**config.mk**
```make
export PLATFORM = sky130hd
export DESIGN_NAME = timer_dev_flat
export DESIGN_NICKNAME = d
export VERILOG_FILES = /design/src/rtl/timer_dev_pkg.sv /design/src/rtl/timer_dev_if.sv /design/src/rtl/timer_dev.sv /design/src/flat_wrapper.sv
export SDC_FILE = /design/constraint.sdc
export NUM_CORES = 1
export LEC_CHECK = 0
export ABC_AREA = 1
export CAP_MARGIN = 20
export CORE_MARGIN = 2
export CORE_UTILIZATION = 42
export CTS_BUF_LIST = sky130_fd_sc_hd__clkbuf_8
export CTS_CLUSTER_SIZE = 10
export DETAILED_ROUTE_END_ITERATION = 6
export PLACE_DENSITY = 0.67
export SLEW_MARGIN = 0
export SYNTH_ARGS = -nofsm -noshare
export SYNTH_HDL_FRONTEND = slang
export SYNTH_SLANG_ARGS = --single-unit
export TNS_END_PERCENT = 30
```
**constraint.sdc**
```tcl
create_clock -name clk -period 2.6 [get_ports clk]
set_clock_uncertainty 0.1 [all_clocks]
set_input_delay 0.78 -clock clk [delete_from_list [all_inputs] [get_ports clk]]
set_output_delay 0.78 -clock clk [all_outputs]
set_load 0.03 [all_outputs]
```
**src/rtl/timer_dev_pkg.sv**
```systemverilog
// Shared definitions for the bus timer: register map, CTRL field layout,
// mode encodings and the sequencer state type.
package timer_dev_pkg;

   // Word offsets on the device's local address (bus address bits [3:2])
   localparam logic [1:0] ADDR_CTRL   = 2'd0;
   localparam logic [1:0] ADDR_PRESET = 2'd1;
   localparam logic [1:0] ADDR_COUNT  = 2'd2;

   // CTRL field positions; only the low CTRL_W bits are implemented
   localparam int CTRL_EN_BIT   = 0;
   localparam int CTRL_MODE_LSB = 1;
   localparam int CTRL_MODE_MSB = 2;
   localparam int CTRL_IM_BIT   = 3;
   localparam int CTRL_W        = 4;

   // Mode encodings; 2'b10 and 2'b11 are treated as one-shot
   localparam logic [1:0] MODE_ONESHOT = 2'b00;
   localparam logic [1:0] MODE_RELOAD  = 2'b01;

   // Sequencer states
   typedef enum logic [1:0] {
      ST_IDLE = 2'd0,
      ST_LOAD = 2'd1,
      ST_CNT  = 2'd2,
      ST_INT  = 2'd3
   } state_t;

   // Only the exact reload encoding selects auto-reload
   function automatic logic is_reload(input logic [1:0] mode);
      return (mode == MODE_RELOAD);
   endfunction

endpackage

```
**src/rtl/timer_dev_if.sv**
```systemverilog
// Register bus between the address decoder (master) and the timer (slave),
// plus the interrupt line heading to the CPU's hardware interrupt inputs.
interface timer_dev_if #(
   parameter int DW = 32
);
   logic [1:0]    addr;   // word offset
   logic          we;     // write strobe, already qualified for this device
   logic [DW-1:0] din;    // store data
   logic [DW-1:0] dout;   // read data, combinational from addr
   logic          irq;    // registered interrupt request

   modport master (
      output addr,
      output we,
      output din,
      input  dout,
      input  irq
   );

   modport slave (
      input  addr,
      input  we,
      input  din,
      output dout,
      output irq
   );
endinterface

```
**src/rtl/timer_dev.sv**
```systemverilog
// Programmable down-counting timer with one-shot and auto-reload modes.
// Software sees CTRL / PRESET / COUNT; the sequencer walks
// IDLE -> LOAD -> CNT -> INT and raises a maskable interrupt on expiry.
//
// Control decisions use the CTRL value as it will be after the current edge,
// so a write that sets EN moves IDLE to LOAD on that same edge, and a write
// that clears EN stops the count on that same edge (COUNT holds its value).
module timer_dev
   import timer_dev_pkg::*;
#(
   parameter int DW = 32
) (
   input  logic        clk,
   input  logic        rst,
   timer_dev_if.slave  bus
);

   localparam logic [DW-1:0] CNT_ONE  = DW'(1);
   localparam logic [DW-1:0] CNT_ZERO = '0;

   // Architectural state
   logic [CTRL_W-1:0] ctrl_q,   ctrl_d;
   logic [DW-1:0]     preset_q, preset_d;
   logic [DW-1:0]     count_q,  count_d;
   state_t            state_q,  state_d;
   logic              irq_flag_q, irq_flag_d;
   logic              irq_q,      irq_d;

   // Decoded bus writes
   logic              wr_ctrl;
   logic              wr_preset;

   // CTRL as software leaves it after this edge, before any hardware clear
   logic [CTRL_W-1:0] ctrl_sw;
   logic              en_eff;
   logic              reload_eff;

   assign wr_ctrl    = bus.we && (bus.addr == ADDR_CTRL);
   assign wr_preset  = bus.we && (bus.addr == ADDR_PRESET);
   assign ctrl_sw    = wr_ctrl ? bus.din[CTRL_W-1:0] : ctrl_q;
   assign en_eff     = ctrl_sw[CTRL_EN_BIT];
   assign reload_eff = is_reload(ctrl_sw[CTRL_MODE_MSB:CTRL_MODE_LSB]);

   // Next-state logic for the sequencer, counter, CTRL and interrupt flag
   always_comb begin
      ctrl_d     = ctrl_sw;
      preset_d   = wr_preset ? bus.din : preset_q;
      count_d    = count_q;
      state_d    = state_q;
      irq_flag_d = irq_flag_q;

      // Any software access to CTRL or PRESET acknowledges a pending flag;
      // an expiry on the same edge overrides this below.
      if (wr_ctrl || wr_preset) begin
         irq_flag_d = 1'b0;
      end

      unique case (state_q)
         ST_IDLE: begin
            if (en_eff) begin
               state_d = ST_LOAD;
            end
         end

         ST_LOAD: begin
            if (!en_eff) begin
               state_d = ST_IDLE;
            end else begin
               // PRESET sampled here, so mid-count writes wait for the next LOAD
               count_d = preset_q;
               state_d = ST_CNT;
            end
         end

         ST_CNT: begin
            if (!en_eff) begin
               state_d = ST_IDLE;
            end else if (count_q > CNT_ONE) begin
               count_d = count_q - CNT_ONE;
            end else begin
               // Values 0 and 1 both expire here
               count_d    = CNT_ZERO;
               irq_flag_d = 1'b1;
               state_d    = ST_INT;
            end
         end

         ST_INT: begin
            if (!en_eff) begin
               state_d = ST_IDLE;
            end else if (reload_eff) begin
               irq_flag_d = 1'b0;
               state_d    = ST_LOAD;
            end else if (wr_ctrl) begin
               // Software re-armed EN on the very edge hardware would clear it
               state_d = ST_LOAD;
            end else begin
               ctrl_d[CTRL_EN_BIT] = 1'b0;
               state_d             = ST_IDLE;
            end
         end

         default: begin
            state_d = ST_IDLE;
         end
      endcase

      irq_d = irq_flag_d & ctrl_d[CTRL_IM_BIT];
   end

   // Register update; reset clears everything without waiting for a clock
   always_ff @(posedge clk or posedge rst) begin
      if (rst) begin
         ctrl_q     <= '0;
         preset_q   <= '0;
         count_q    <= '0;
         state_q    <= ST_IDLE;
         irq_flag_q <= 1'b0;
         irq_q      <= 1'b0;
      end else begin
         ctrl_q     <= ctrl_d;
         preset_q   <= preset_d;
         count_q    <= count_d;
         state_q    <= state_d;
         irq_flag_q <= irq_flag_d;
         irq_q      <= irq_d;
      end
   end

   // Read mux; unimplemented CTRL bits and the unmapped offset read as zero
   always_comb begin
      bus.dout = '0;
      unique case (bus.addr)
         ADDR_CTRL:   bus.dout = DW'(ctrl_q);
         ADDR_PRESET: bus.dout = preset_q;
         ADDR_COUNT:  bus.dout = count_q;
         default:     bus.dout = '0;
      endcase
   end

   assign bus.irq = irq_q;

endmodule

```
**src/flat_wrapper.sv**
```systemverilog
// flat-port wrapper written by rule: the top's interface ports become plain ports
module timer_dev_flat import timer_dev_pkg::*;
#(
   parameter int DW = 32
)
  (clk, rst, bus_addr, bus_we, bus_din, bus_dout, bus_irq);
  timer_dev_if #(.DW(DW)) bus_i ();
  input  logic clk;
  input  logic rst;
  input wire logic [$bits(bus_i.addr)-1:0] bus_addr;
  input wire logic [$bits(bus_i.we)-1:0] bus_we;
  input wire logic [$bits(bus_i.din)-1:0] bus_din;
  output wire logic [$bits(bus_i.dout)-1:0] bus_dout;
  output wire logic [$bits(bus_i.irq)-1:0] bus_irq;
  assign bus_i.addr = bus_addr;
  assign bus_i.we = bus_we;
  assign bus_i.din = bus_din;
  assign bus_dout = bus_i.dout;
  assign bus_irq = bus_i.irq;
  timer_dev #(.DW(DW)) u_core (.clk(clk), .rst(rst), .bus(bus_i));
endmodule
```
# Yosys cells after proc, flatten, opt, wreduce, memory -nomap -nowiden
# Index checks and enable logic that the tools add are counted.
# W data, S select, Z words.
dict set report totals {
  elab_cells 51
  out_inout_bits 33
  reg_bits 72
  inputBits 37
}
dict set report op_classes {
  eq_ne 10
  n_bitwise 1
  reduce_logical 8
  muxes 24
  add_sub_neg 1
  magnitude_cmp 1
}
# operator n
set op_table {}
lappend op_table {{$mux W32} 3}
lappend op_table {{$pmux W32 S3} 1}
lappend op_table {{$pmux W32 S2} 1}
lappend op_table {{$gt A32 B1 Y1 const B} 1}
lappend op_table {{$sub A32 B1 Y32 const B} 1}
lappend op_table {{$mux W2} 6}
lappend op_table {{$mux W1} 10}
lappend op_table {{$pmux W2 S4} 1}
lappend op_table {{$eq A2 B1 Y1 const B} 3}
lappend op_table {{$eq A2 B2 Y1 const B} 3}
lappend op_table {{$ne A2 B1 Y1 const B} 3}
lappend op_table {{$logic_not A2 Y1} 2}
lappend op_table {{$mux W4} 1}
lappend op_table {{$ne A3 B3 Y1 const B} 1}
lappend op_table {{$reduce_and A3 Y1} 1}
lappend op_table {{$logic_and A1 B1 Y1} 2}
lappend op_table {{$pmux W1 S2} 1}
lappend op_table {{$reduce_and A2 Y1} 1}
lappend op_table {{$reduce_bool A2 Y1} 1}
lappend op_table {{$and A1 B1 Y1} 1}
lappend op_table {{$logic_or A1 B1 Y1} 1}

# Depth between registers and ports, before layout
# Gate-level depths: netlist of the first run.
dict set report logic_depth {
  depth_word 8
  depth_mapped 11
  depth_no_buf 10
}

# Worst setup path before layout of the first run
# No wires, ideal clock.
dict set report synth_path {
  path_type {input -> output}
  start {input port bus_addr[1]}
  end {output port bus_dout[11]}
  stages 4
  slack_ns -0.217
  n_path_buf 2
  required_time_ns 1.720
  t_arrival_ns 1.937
  cell_sequence {buf_6 nand2_1 clkbuf_1 o21ai_0}
}
dict set report synth_between {
  elab_chain_len 2
  elab_cells_between_ends 4
  cone_classes {2 x eq/ne; 1 x mux; 1 x reduce/logical}
}
# element line
set synth_rtl {}
lappend synth_rtl {{start: declaration} flat_wrapper.sv:10} ;# input wire logic [$bits(bus_i.addr)-1:0] bus_addr;
lappend synth_rtl {{$eq A2 B2 Y1, or another cell as far along} timer_dev.sv:133} ;# unique case (bus.addr)
lappend synth_rtl {{$pmux W32 S3 *} timer_dev.sv:133}
lappend synth_rtl {{end: declaration} flat_wrapper.sv:13} ;# output wire logic [$bits(bus_i.dout)-1:0] bus_dout;
# Every way passes the cells marked *; elsewhere a longest branch is shown, timed or not.

# Worst setup path after layout of the first run
dict set report layout_path {
  start {input port bus_addr[0]}
  end {output port bus_dout[1]}
}
# The elaborated chain is that of the path after synthesis.

==> flow_summary.json, run 1 <==
{
  "drv_slew": 0,
  "syn_inst": 594,
  "placed_area_sq_um": 5490,
  "fin_area_sq_um": 6050,
  "cts_root_buf": "clkbuf_8",
  "netlist.area_leader.share": 0.401,
  "post-route-worst-setup-slack_ps": -41.2,
  "ant_nets": 0,
  "crit_path_max_fanout": 4,
  "antenna_found_initial": 0,
  "p_per_area_nw_per_um2": 982,
  "finalCritPeriodShare": 1.02,
  "drt_iter0_markers": 270,
  "yosysSeqAreaShare": 0.401,
  "rows": 37,
  "dp.cells": 809,
  "clock.fmax_mhz": 379,
  "crit_start": "bus_addr[0]",
  "setup-violations-final": 18,
  "layout_commonest_cell": "nand2_1",
  "yosys_register_bits": 72,
  "finalHoldViolations": 0,
  "vias_per_cell": 5.23,
  "vdd_ir_drop_max_v": 0.000456,
  "gp_congestion": 0.969,
  "areaGrowthSynthToFinish_pct": 34.7,
  "cts-buffers-inserted": 9,
  "rsz0062_at_grt": "true",
  "r2r_setup_slack_ps": 340,
  "yosys-top-cells-area": "dfrtp_1 40%, nand2_1 11%, nor2_1 7.8%",
  "dpl.hpwl_um": 9220,
  "diodes": 0,
  "grt_overflow": 0,
  "grt_start_max_net_pins": 35,
  "grt_usage": 0.239,
  "clkLatencyLatePin_ps": 370,
  "drcViolationCount": 0,
  "cts_tree": "done",
  "clock_path_buffers": 2,
  "cts.sinks": 72,
  "wl_per_cell_um": 15.5,
  "p_leak_nw": 2.72,
  "post-route-min-period_ps": 2640,
  "layout_common_cells": "124 x nand2_1, 93 x nor2_1, 72 x dfrtp_1",
  "nets": 737,
  "num_vias": 4363,
  "cp-endpoint": "bus_dout[1]",
  "port_buffers": 69,
  "syn-cell-area_sq_um": 4490,
  "max_slew_margin": 0.590,
  "path_class": "primary input to output pin",
  "avgSynthCellArea_sq_um": 7.56,
  "timing.reg2reg.worst_path_depth": 10,
  "worstMarginPinSlew_ps": 613,
  "cp_data_required_time_ps": 1720,
  "ys_types": 31,
  "dieArea_sq_um": 11500,
  "htree_levels": 3,
  "violations": "negative setup slack",
  "grt_pass1_wl_um": 21500,
  "yosysWarnings": 0,
  "crit_arrival_ps": 1760,
  "hold_path_class": "register to register",
  "dr.pass1.iters": 5,
  "cap_viol_max_count": 0,
  "synth_top_cell_by_area": "dfrtp_1",
  "die_height_um": 107,
  "status": "finished with violations",
  "end_kind": "output pin",
  "fp.dieW_um": 107,
  "fill_cells": 973,
  "path_clk_slew_ps": 70,
  "critPathLaunchType": "primary input",
  "drive_gt1_frac": 0.236,
  "routed_wl_um": 13000,
  "syn_nets": 638,
  "start_util": 0.433,
  "core_area_sq_um": 10400,
  "rr_startpoint": "u_core.count_q[0]",
  "final_cells": 834,
  "num_io_pins": 70,
  "p_total_mw": 5.94,
  "grt_pass1_vias": 4431,
  "r2r_end": "u_core.count_q[6]"
}
layer usage:
layer | up-vias | global-route usage | routed length, um
met5 | - | 0 | 0
met4 | 0 | 0.106 | 320
met3 | 25 | 0.0387 | 742
met2 | 129 | 0.401 | 6290
met1 | 2092 | 0.305 | 5600
li1 | 2117 | - | -
cells by family (layout without fill, tap and decap cells):
| group | count (synthesis) | after routing | share of synthesized area |
|---|---|---|---|
| mux | 23 | 23 | 0.0577 |
| flops | 72 | 72 | 0.401 |
| compound gates | 121 | 121 | 0.158 |
| simple gates | 271 | 271 | 0.252 |
| xor+xnor | 15 | 15 | 0.0292 |
| fa+ha+maj | 7 | 7 | 0.0195 |
| buf+inv | 85 | 189 | 0.0825 |
timing repair:
action / in CTS / in global routing
hold buffers: 0 / 0
cloned: 3 / 0
hold endpoints to repair: 0 / 0
gates resized for setup: 46 / 9
pin swaps: 4 / 2
setup endpoints to repair: 32 / 52
setup buffers: 6 / 0
area by class of cell:
cell class / instances / area (sq um) / area share
Clock buffer: 12 / 165 / 0.0273
Clock inverter: 4 / 67.6 / 0.0112
Inverter: 64 / 255 / 0.0422
Multi-Input combinational cell: 437 / 2430 / 0.401
Sequential cell: 72 / 1800 / 0.298
Tap cell: 136 / 170 / 0.0281
Timing Repair Buffer: 109 / 1160 / 0.193
cells in the mapped netlist, drive strengths merged:
library cell	instances
and3	1
o22ai	8
and2	1
clkinv	2
dfrtp	72
ha	7
nand4	5
o211ai	4
clkbuf	8
xor2	15
nor2	100
mux2	23
nand3	32
a21oi	74
nand2	132
o21ai	35
inv	62
buf	13
per-stage QoR:
step                       util  hold WS (ps)  worst slack (ps)  TNS [ps]
after floorplan               -           375             -82.6     -1280
after global placement    0.530           414              -363    -13970
after detailed placement  0.530           418              -408    -15690
after CTS                 0.580           442             -44.2      -474
after global routing      0.583           458             -89.1     -1210
final                     0.583           441             -41.2      -306
flip-flops by register name (all words and copies together), names as in the netlist:
name / flops
u_core.count_q: 32
u_core.preset_q: 32
u_core.ctrl_q: 4
u_core.state_q: 2
u_core.bus.irq: 1
u_core.irq_flag_q: 1
worst min path at each step:
stage,from,endpoint,slack (ps),cells past startpoint
5_1_grt,u_core.preset_q[19],u_core.preset_q[19],460,1
6_report,u_core.preset_q[12],u_core.preset_q[12],440,1
3_5_place_dp,u_core.preset_q[1],u_core.preset_q[1],420,2
2_1_floorplan,u_core.preset_q[1],u_core.preset_q[1],370,2
3_3_place_gp,u_core.count_q[1],u_core.count_q[1],410,2
4_1_cts,u_core.preset_q[12],u_core.preset_q[12],440,1
critical path, cell delays in order:
cell and delay, ps:
buf_8 80, inv_6 30, buf_6 110, nor2_4 170
buf_6 140, buf_6 110, nand2_2 40, o211ai_1 90
buf_4 200
power breakdown:
| group | leakage (nW) | total [mW] | internal (mW) | switching (mW) |
|---|---|---|---|---|
| Clock | 0.125 | 1.06 | 0.613 | 0.449 |
| Combinational | 1.78 | 2.98 | 1.24 | 1.74 |
| Sequential | 0.823 | 1.90 | 1.50 | 0.394 |
| Total | 2.72 | 5.94 | 3.36 | 2.58 |
Power figures use the tool's default switching activity.
==> run 2, diff against run 1 <==
--- a/config.mk
+++ b/config.mk
@@ -5,14 +5,13 @@
 export SDC_FILE = /design/constraint.sdc
 export NUM_CORES = 1
 export LEC_CHECK = 0
-export ABC_AREA = 1
 export CAP_MARGIN = 20
 export CORE_MARGIN = 2
 export CORE_UTILIZATION = 42
 export CTS_BUF_LIST = sky130_fd_sc_hd__clkbuf_8
 export CTS_CLUSTER_SIZE = 10
 export DETAILED_ROUTE_END_ITERATION = 6
-export PLACE_DENSITY = 0.67
+export PLACE_DENSITY = 0.68
 export SLEW_MARGIN = 0
 export SYNTH_ARGS = -nofsm -noshare
 export SYNTH_HDL_FRONTEND = slang
==> run 2 against run 1 <==
The flow still finishes with violations (negative setup slack). Sequential share of layout area decreased by 1.6 points. Global-route usage increased by 1.3 points. Sequential power about the same. Clock power decreased by 16%. Non-clock buffer count increased by 44. First-iteration DRC count decreased by 2.6%. Maximum frequency increased by 0.48%. Worst setup slack improved by 13 ps. Critical path type unchanged.
==> flow_summary.json, run 2 <==
{
  "timing.setup.tns_ps": -223,
  "diodes": 0,
  "grt_pass1_wl_um": 22000,
  "cts_root_buf": "clkbuf_8",
  "layout_common_cells": "72 x buf_4, 72 x dfrtp_1, 36 x mux2_2",
  "synth_fa_ha_area_frac": 0.0205,
  "dr.pass1.iters": 5,
  "syn_inst": 423,
  "drive_gt1_frac": 0.432,
  "netlist.area_leader.share": 0.421,
  "p_total_mw": 6.82,
  "nets": 593,
  "port_buffers": 69,
  "largestRegisters": "u_core.count_q x32, u_core.preset_q x32, u_core.ctrl_q x4",
  "worstMarginPinSlew_ps": 646,
  "grt_usage": 0.253,
  "synth-compound-area-share": 0.254,
  "synth_top_cell_by_area": "dfrtp_1",
  "drt_iter0_markers": 263,
  "routed_wl_um": 13700,
  "areaGrowthSynthToFinish_pct": 49.8,
  "wl_per_cell_um": 19.9,
  "cts.sinks": 72,
  "cts-buffers-inserted": 9,
  "grt_pass1_vias": 4221,
  "dieArea_sq_um": 11000,
  "fp.dieW_um": 105,
  "crit_arrival_ps": 1750,
  "ys_types": 58,
  "grt_start_max_net_pins": 73,
  "yosysWarnings": 0,
  "start_util": 0.435,
  "rsz0062_at_grt": "true",
  "syn_nets": 467,
  "cap_viol_max_count": 0,
  "ant_nets": 0,
  "ys_dominant_reg_cell": "dfrtp_1",
  "setup-violations-final": 18,
  "hold_path_class": "register to register",
  "yosys-top-cells-area": "dfrtp_1 42%, a22o_1 10%, mux2_2 9.7%",
  "synth_common_cells": "72 x dfrtp_1, 49 x a22o_1, 37 x mux2_2",
  "crit_chain": "buf_8 > buf_6 > nor2b_4 > bufbuf_16 > a22o_2 > buf_4",
  "finalCritPeriodShare": 1.01,
  "synth_top_family_by_area": "compound AO/OA/AOI/OAI gates",
  "fill_cells": 812,
  "path_class": "primary input to output pin",
  "yosys.area_share.simple": 0.139,
  "postCtsHoldBufs": 0,
  "synth-xor-area-share": 0,
  "end_kind": "output pin",
  "path_clk_slew_ps": 70,
  "grt_overflow": 0,
  "status": "finished with violations",
  "syn-cell-area_sq_um": 4280,
  "drv_slew": 0,
  "dpl.hpwl_um": 9130,
  "yosysMostFrequentCell": "dfrtp_1",
  "clock_path_buffers": 2,
  "synth_edf_count": 0,
  "yosysSeqAreaShare": 0.421,
  "gp_congestion": 0.901,
  "num_vias": 4131,
  "max_slew_margin": 0.569,
  "cts_tree": "done",
  "critPathLaunchType": "primary input",
  "avgSynthCellArea_sq_um": 10.1,
  "htree_levels": 3,
  "async_reset_ff_frac": 1.00,
  "synthMuxAreaShare": 0.112,
  "die_height_um": 105,
  "r2r_setup_slack_ps": -10,
  "rows": 36,
  "clkLatencyLatePin_ps": 360,
  "post-route-min-period_ps": 2630,
  "finalHoldViolations": 0,
  "post-route-worst-setup-slack_ps": -28.5,
  "p_leak_nw": 2.77,
  "cp_data_required_time_ps": 1720,
  "crit_path_max_fanout": 8,
  "num_io_pins": 70,
  "yosys_register_bits": 72,
  "vias_per_cell": 6.02,
  "critPathMaxStageDelay_ps": 310,
  "p_per_area_nw_per_um2": 1070,
  "vdd_ir_drop_max_v": 0.000547,
  "core_area_sq_um": 9820,
  "antenna_found_initial": 0,
  "violations": "negative setup slack",
  "clock.fmax_mhz": 380,
  "slowest_stage": "bufbuf_16",
  "drcViolationCount": 0
}
-- run 2: changes by cell type in the layout (fill, tap and decap cells not counted), moves of 26 or more --
cell | before | now
buf_4 | 46 | 72
inv_1 | 58 | 16
a21oi_1 | 56 | 5
nand2_1 | 124 | 14
nor2_1 | 93 | 19
-- run 2: worst paths after layout --
check,startpoint,endpoint,cells past startpoint
max,bus_addr[0],bus_dout[29],6
min,u_core.irq_flag_q,u_core.irq_flag_q,1
max reg2reg,u_core.count_q[4],u_core.count_q[23],7
min reg2reg,u_core.irq_flag_q,u_core.irq_flag_q,1
max in group asynchronous,rst,u_core.count_q[28],3
min in group asynchronous,rst,u_core.preset_q[11],3
-- run 2: report_power, final --
part / switching (mW) / internal [mW]
Sequential: 0.397 / 1.52
Combinational: 2.12 / 1.91
Clock: 0.430 / 0.456
-- run 2: cell type report --
cell class	instances	area, sq um	share of cell area
clock buffer	10	138	0.0215
timing repair buffer	153	1540	0.240
multi-input combinational	297	2650	0.414
sequential	72	1800	0.281
tap	133	166	0.0260
clock inverter	5	48.8	0.00762
inverter	16	63.8	0.00996
-- run 2: timing repair --
action	4_1_cts	5_1_grt
pin swaps	9	20
setup buffers	7	3
gates cloned	3	2
setup endpoints to repair	51	55
gates resized for setup	49	42
-- run 2: through the flow --
step	area (sq um)	cells	hold slack (ps)	utilization	setup WS (ps)
detailed placement	5730	656	422	0.584	-657
floorplan	4560	423	386	-	-89.3
finish	6400	686	438	0.652	-28.5
global placement	5730	656	412	0.584	-730
global route	6400	686	460	0.652	-58.5
CTS	6190	681	442	0.631	-70.5
-- run 2: routing by layer --
metal	part of all wire	vias to the layer above	global-route usage	wire, um
li1	-	1889	-	-
met1	0.43	2038	0.337	5930
met2	0.48	178	0.404	6590
met3	0.064	26	0.0499	870
met4	0.021	0	0.100	281
met5	0	-	0	0
-- run 2: kinds of logic (layout without fill, tap and decap cells) --
logic type / count (synthesis) / in the layout
muxes: 43 / 43
AOI/OAI and AO/OA: 136 / 136
DFF: 72 / 72
adders and majority gates: 7 / 7
buffers and inverters: 54 / 184
and+or+nand+nor: 111 / 111
-- run 2: critical path: cells and delay by family --
kind / cells / cell delay, ps
AND/OR/NAND/NOR: 1 / 170
buffers and inverters: 4 / 670
AO/OA/AOI/OAI: 1 / 130
==> run 3, diff against run 2 <==
--- a/config.mk
+++ b/config.mk
@@ -11,8 +11,8 @@
 export CTS_BUF_LIST = sky130_fd_sc_hd__clkbuf_8
 export CTS_CLUSTER_SIZE = 10
 export DETAILED_ROUTE_END_ITERATION = 6
-export PLACE_DENSITY = 0.68
-export SLEW_MARGIN = 0
+export GPL_ROUTABILITY_DRIVEN = 0
+export PLACE_DENSITY = 0.65
 export SYNTH_ARGS = -nofsm -noshare
 export SYNTH_HDL_FRONTEND = slang
 export SYNTH_SLANG_ARGS = --single-unit
==> constraint.sdc (replaced) <==
create_clock -name clk -period 3.2 [get_ports clk]
set_clock_uncertainty 0.1 [all_clocks]
set_input_delay 0.96 -clock clk [delete_from_list [all_inputs] [get_ports clk]]
set_output_delay 0.96 -clock clk [all_outputs]
set_load 0.03 [all_outputs]
==> run 3 against run 2 <==
Power is 30% lower. Routed wire length is 15% lower. Clock power is 19% lower. Utilization is 9.9 points lower. Die area stayed put. Non-clock buffer count is 47 lower. Highest routed layer unchanged. Clock-buffer cell count stayed put. Flip-flop and latch count stayed put. Global-route usage is 3.5 points lower. Sequential power is 16% lower. The flow now finishes without violations. Via count is 8.7% lower. Worst hold slack worse by 3.1 ps.
==> flow_summary.json, run 3 (synthesis results as in run 2) <==
{
  "status": "complete, no violations",
  "timing.setup.tns_ps": 0,
  "finalCritPeriodShare": 0.959,
  "drv_slew": 0,
  "timing.reg2reg.worst_path_depth": 6,
  "pre_cts_ws_ps": -224,
  "grt_pass1_vias": 3703,
  "vias_per_cell": 5.90,
  "grt_overflow": 0,
  "end_kind": "output pin",
  "routed_wl_um": 11700,
  "vdd_ir_drop_max_v": 0.000497,
  "htree_levels": 3,
  "die_height_um": 105,
  "grt_usage": 0.218,
  "post-route-min-period_ps": 3070,
  "wl_per_cell_um": 18.3,
  "cts_tree": "done",
  "num_io_pins": 70,
  "diodes": 0,
  "worstMarginPinSlew_ps": 713,
  "post-route-worst-setup-slack_ps": 130,
  "start_util": 0.435,
  "max_slew_margin": 0.512,
  "rows": 36,
  "met3_usage": 0.0381,
  "dieArea_sq_um": 11000,
  "dpl.hpwl_um": 8460,
  "crit_path_max_fanout": 23,
  "grt_start_max_net_pins": 37,
  "hold_path_class": "register to register",
  "fin_area_sq_um": 5430,
  "p_per_area_nw_per_um2": 884,
  "path_clk_slew_ps": 70,
  "drive_gt1_frac": 0.298,
  "drt_iter0_markers": 242,
  "r2r_end": "u_core.count_q[23]",
  "postCtsHoldBufs": 0,
  "core_area_sq_um": 9820,
  "fp.dieW_um": 105,
  "holdPathEnd": "u_core.ctrl_q[3]",
  "cp_data_required_time_ps": 2140,
  "port_buffers": 69,
  "crit_arrival_ps": 2010,
  "placed_area_sq_um": 5240,
  "dr.pass1.iters": 4,
  "clkLatencyLatePin_ps": 360,
  "whs_ps": 435,
  "rr_startpoint": "u_core.count_q[11]",
  "layout_common_cells": "72 x dfrtp_1, 64 x buf_4, 37 x mux2_2",
  "clock.fmax_mhz": 326,
  "finalHoldViolations": 0,
  "whs_path_depth": 1,
  "cts-buffers-inserted": 9,
  "cts.sinks": 72,
  "grt_pass1_wl_um": 19000,
  "path_class": "primary input to output pin",
  "r2r_setup_slack_ps": 230,
  "nets": 546,
  "gr-usage-met2": 0.351,
  "top_usage_layer": "met2",
  "cts_root_buf": "clkbuf_8",
  "largestRegisters": "u_core.count_q x32, u_core.preset_q x32, u_core.ctrl_q x4",
  "ant_nets": 0,
  "num_vias": 3770,
  "hold_start": "u_core.ctrl_q[3]",
  "drcViolationCount": 0,
  "rsz0062_at_grt": "false",
  "areaGrowthSynthToFinish_pct": 27.0,
  "met1_usage": 0.295,
  "critPathLaunchType": "primary input",
  "cap_viol_max_count": 0,
  "p_leak_nw": 2.31,
  "setup-violations-final": 0,
  "layout_commonest_cell": "dfrtp_1",
  "antenna_found_initial": 0,
  "clock_path_buffers": 2
}
==> run 3: what timing repair did <==
action,4_1_cts,5_1_grt
endpoints found under the setup margin,32,32
setup buffers,0,0
resized for setup,4,2
==> run 3: cell type report <==
class                      count  area, sq um
timing repair buffer         106          936
multi-input combinational    297         2280
clock inverter                 5         48.8
tap                          133          166
fill                         891         4390
inverter                      16         60.1
clock buffer                  10          138
sequential                    72         1800
==> run 3: power by group <==
group | internal, mW | total, mW | switching [mW]
logic | 1.12 | 2.48 | 1.36
clock network | 0.370 | 0.717 | 0.347
registers | 1.23 | 1.60 | 0.369
==> run 3: metal layers <==
layer	part of all wire	vias to the layer above
met1	0.46	1856
met4	0.016	0
met2	0.47	108
li1	-	1793
met5	0	-
met3	0.056	13
==> run 3: worst max path at each step <==
stage                         endpoint         from  cells past startpoint
finish                     bus_dout[6]  bus_addr[0]                      5
global route              bus_dout[22]  bus_addr[0]                      5
CTS                        bus_dout[6]  bus_addr[1]                      5
detailed placement        bus_dout[21]  bus_addr[1]                      5
global placement           bus_dout[3]  bus_addr[1]                      6
floorplan           u_core.count_q[29]  bus_addr[0]                      7
==> run 3: critical path: stages <==
cell           delay [ps]
dlygate4sd2_1         290
nor2b_4               160
buf_12                160
a22o_2                270
buf_4                 170
==> run 3: per-stage QoR <==
step / total power [mW] / util / cells
2_1_floorplan: 3.26 / - / 423
3_3_place_gp: 4.00 / 0.534 / 624
3_5_place_dp: 4.07 / 0.534 / 624
4_1_cts: 4.79 / 0.553 / 639
5_1_grt: 5.14 / 0.553 / 639
6_report: 4.80 / 0.553 / 639
==> edit (settings of run 2) <==
Re-encode `state_t` (4 states) as one-hot, 4 bits wide.
--- a/src/rtl/timer_dev_pkg.sv
+++ b/src/rtl/timer_dev_pkg.sv
@@ -20,9 +20,9 @@
 
    // Sequencer states
-   typedef enum logic [1:0] {
-      ST_IDLE = 2'd0,
-      ST_LOAD = 2'd1,
-      ST_CNT  = 2'd2,
-      ST_INT  = 2'd3
+   typedef enum logic [3:0] {
+      ST_IDLE = 4'b0001,
+      ST_LOAD = 4'b0010,
+      ST_CNT  = 4'b0100,
+      ST_INT  = 4'b1000
    } state_t;
 
Function: no difference found for any inputs over 4 cycles, from zero or initial values and one cycle with rst high; so few cycles prove little.
==> edit against run 2 <==
The flow still finishes with violations (setup timing); synthesized cell count increased by 5.7%; design area increased by 3.5%; wire length increased by 5.5%; fmax decreased by 1.8%; first-iteration DRC count increased by 11%; worst setup slack got worse by 0.049 ns; sequential cell count increased by 2; critical path type is now flip-flop to flip-flop; largest cell class unchanged; synthesized area increased by 2.6%; power decreased by 26%.
==> edit: results (changes against run 2) <==
M2 GR Usage=42.4% (+2.0 points); routed length on met2=7050 um (+7.0%); met3 wire len=1050 um (+21%); clock latency on the worst-skew pair=0.36 ns (about the same); setup tns final=-0.445 ns (-0.222 ns); worst min path class=flip-flop to flip-flop; initial DRC count=291 (+11%); Worst EP arrival=2.82 ns (+1.07 ns); failing checks=setup timing; CTS Root Cell=clkbuf_8; share of post-route cells with drive strength above 1=40.0% (-3.2 points); syn nets=486 (+4.1%); met1 Usage GRT=36.0% (+2.3 points); Leak=2.81 nW (+1.3%); Detailed Place HPWL=9130 um (about the same); leading registers by flop count=u_core.count_q: 32 flops, u_core.preset_q: 32 flops; first-pass GRT wire length=23,000 um (+4.5%); placed cell count=680 (+3.7%); Slew HR=68.1% (+11 points); Yosys Warn Count=0 (unchanged); asr flop ratio synth=100% (unchanged); Vias/cell=6.15 (+2.2%); GPL Wtd Cong=0.876 (-2.7%); worst setup margin=-0.0771 ns (-0.0485 ns); clk buf depth=2 (unchanged); count of cell types in the netlist=58 (unchanged); largest net degree at the start of global routing=75 (+2.7%); Vias=4,375 (+5.9%); diode count=0 (unchanged); CTS H-tree depth=3 (unchanged); gr usage total=26.2% (+0.91 points); Syn Inst Count=447 (+5.7%); Top Layer Used=met4; peak supply drop=387 uV (-29%); first-pass iteration count of the detailed router=4 (-1); global routing usage on met3=4.54% (-0.45 points); slowest stage delay, CP=0.55 ns (+0.24 ns); Setup-failing EPs final=26 (+8); synth cell count leaders=dfrtp_1, a22o_1, mux2_2; Buffers on Ports=69 (unchanged); initial antenna violation count=0 (unchanged); nets@finish=610 (+2.9%); Worst-path clk slew=~0.080 ns; worst-path fanout max=11 (+3); DRT Wirelength=14,400 um (+5.5%); sequential share of the synthesized area=42.3% (+0.11 points); Top Family by Delay on Critical Path=simple AND/OR/NAND/NOR gates; pre-CTS setup slack=-0.521 ns (+0.136 ns); met1 wire length=6110 um (+2.9%); outcome=complete, but fails checks; Placed Area=5830 um^2 (+1.7%); Worst path slowest cell=or4_4; most area-consuming cells after synthesis=dfrtp_1, mux2_2, a22o_1, o31ai_1, clkbuf_1; via count of the first global-routing pass=4,294 (+1.7%); clock buffer count from CTS=9 (unchanged)
-- edit: tightest hold or removal path: cells and delay by family (launching register included) --
family	cells	cell delay, ns
flip-flops	1	0.37
AND/OR/NAND/NOR	2	0.13
-- edit: what timing repair did --
item,in CTS,in global routing
gates cloned,7,2
buffers inserted,8,3
gates resized for setup,76,29
setup endpoints to repair,67,64
pin swaps,24,16
hold buffers,0,0
-- edit: path summary, 6_finish.rpt --
path | start | endpoint | slack, ns | cells after the start
min in group asynchronous | rst | u_core.ctrl_q[2] | 0.74 | 3
min reg2reg | u_core.ctrl_q[3] | u_core.ctrl_q[3] | 0.43 | 2
max | u_core.count_q[29] | u_core.count_q[4] | -0.08 | 6
min | u_core.ctrl_q[3] | u_core.ctrl_q[3] | 0.43 | 2
max reg2reg | u_core.count_q[29] | u_core.count_q[4] | -0.08 | 6
max in group asynchronous | rst | u_core.preset_q[23] | 1.27 | 3
-- edit: power breakdown --
group,total [mW],switching (mW),internal [mW]
combinational,2.39,1.19,1.20
clock,0.765,0.437,0.328
sequential,1.88,0.374,1.50
-- edit: cells by family (layout without fill, tap and decap cells) --
kind of cell / count (synthesis) / in the layout / share of synthesized area, %
DFF: 74 / 74 / 42.3
and+or+nand+nor: 136 / 136 / 17.3
xor gates and xnor gates: 2 / 2 / 0.400
buffers and inverters: 54 / 182 / 5.45
muxes: 38 / 38 / 9.59
adders and majority gates: 2 / 2 / 0.571
AOI/OAI and AO/OA: 141 / 141 / 24.5
-- edit: cell type report --
| cell class | instances | area, um^2 |
|---|---|---|
| fill | 775 | 3600 |
| inverter | 11 | 45.0 |
| clock buffer | 9 | 124 |
| timing repair buffer | 156 | 1710 |
| clock inverter | 6 | 27.5 |
| multi-input combinational | 319 | 2700 |
| tap | 136 | 170 |
| sequential | 74 | 1850 |
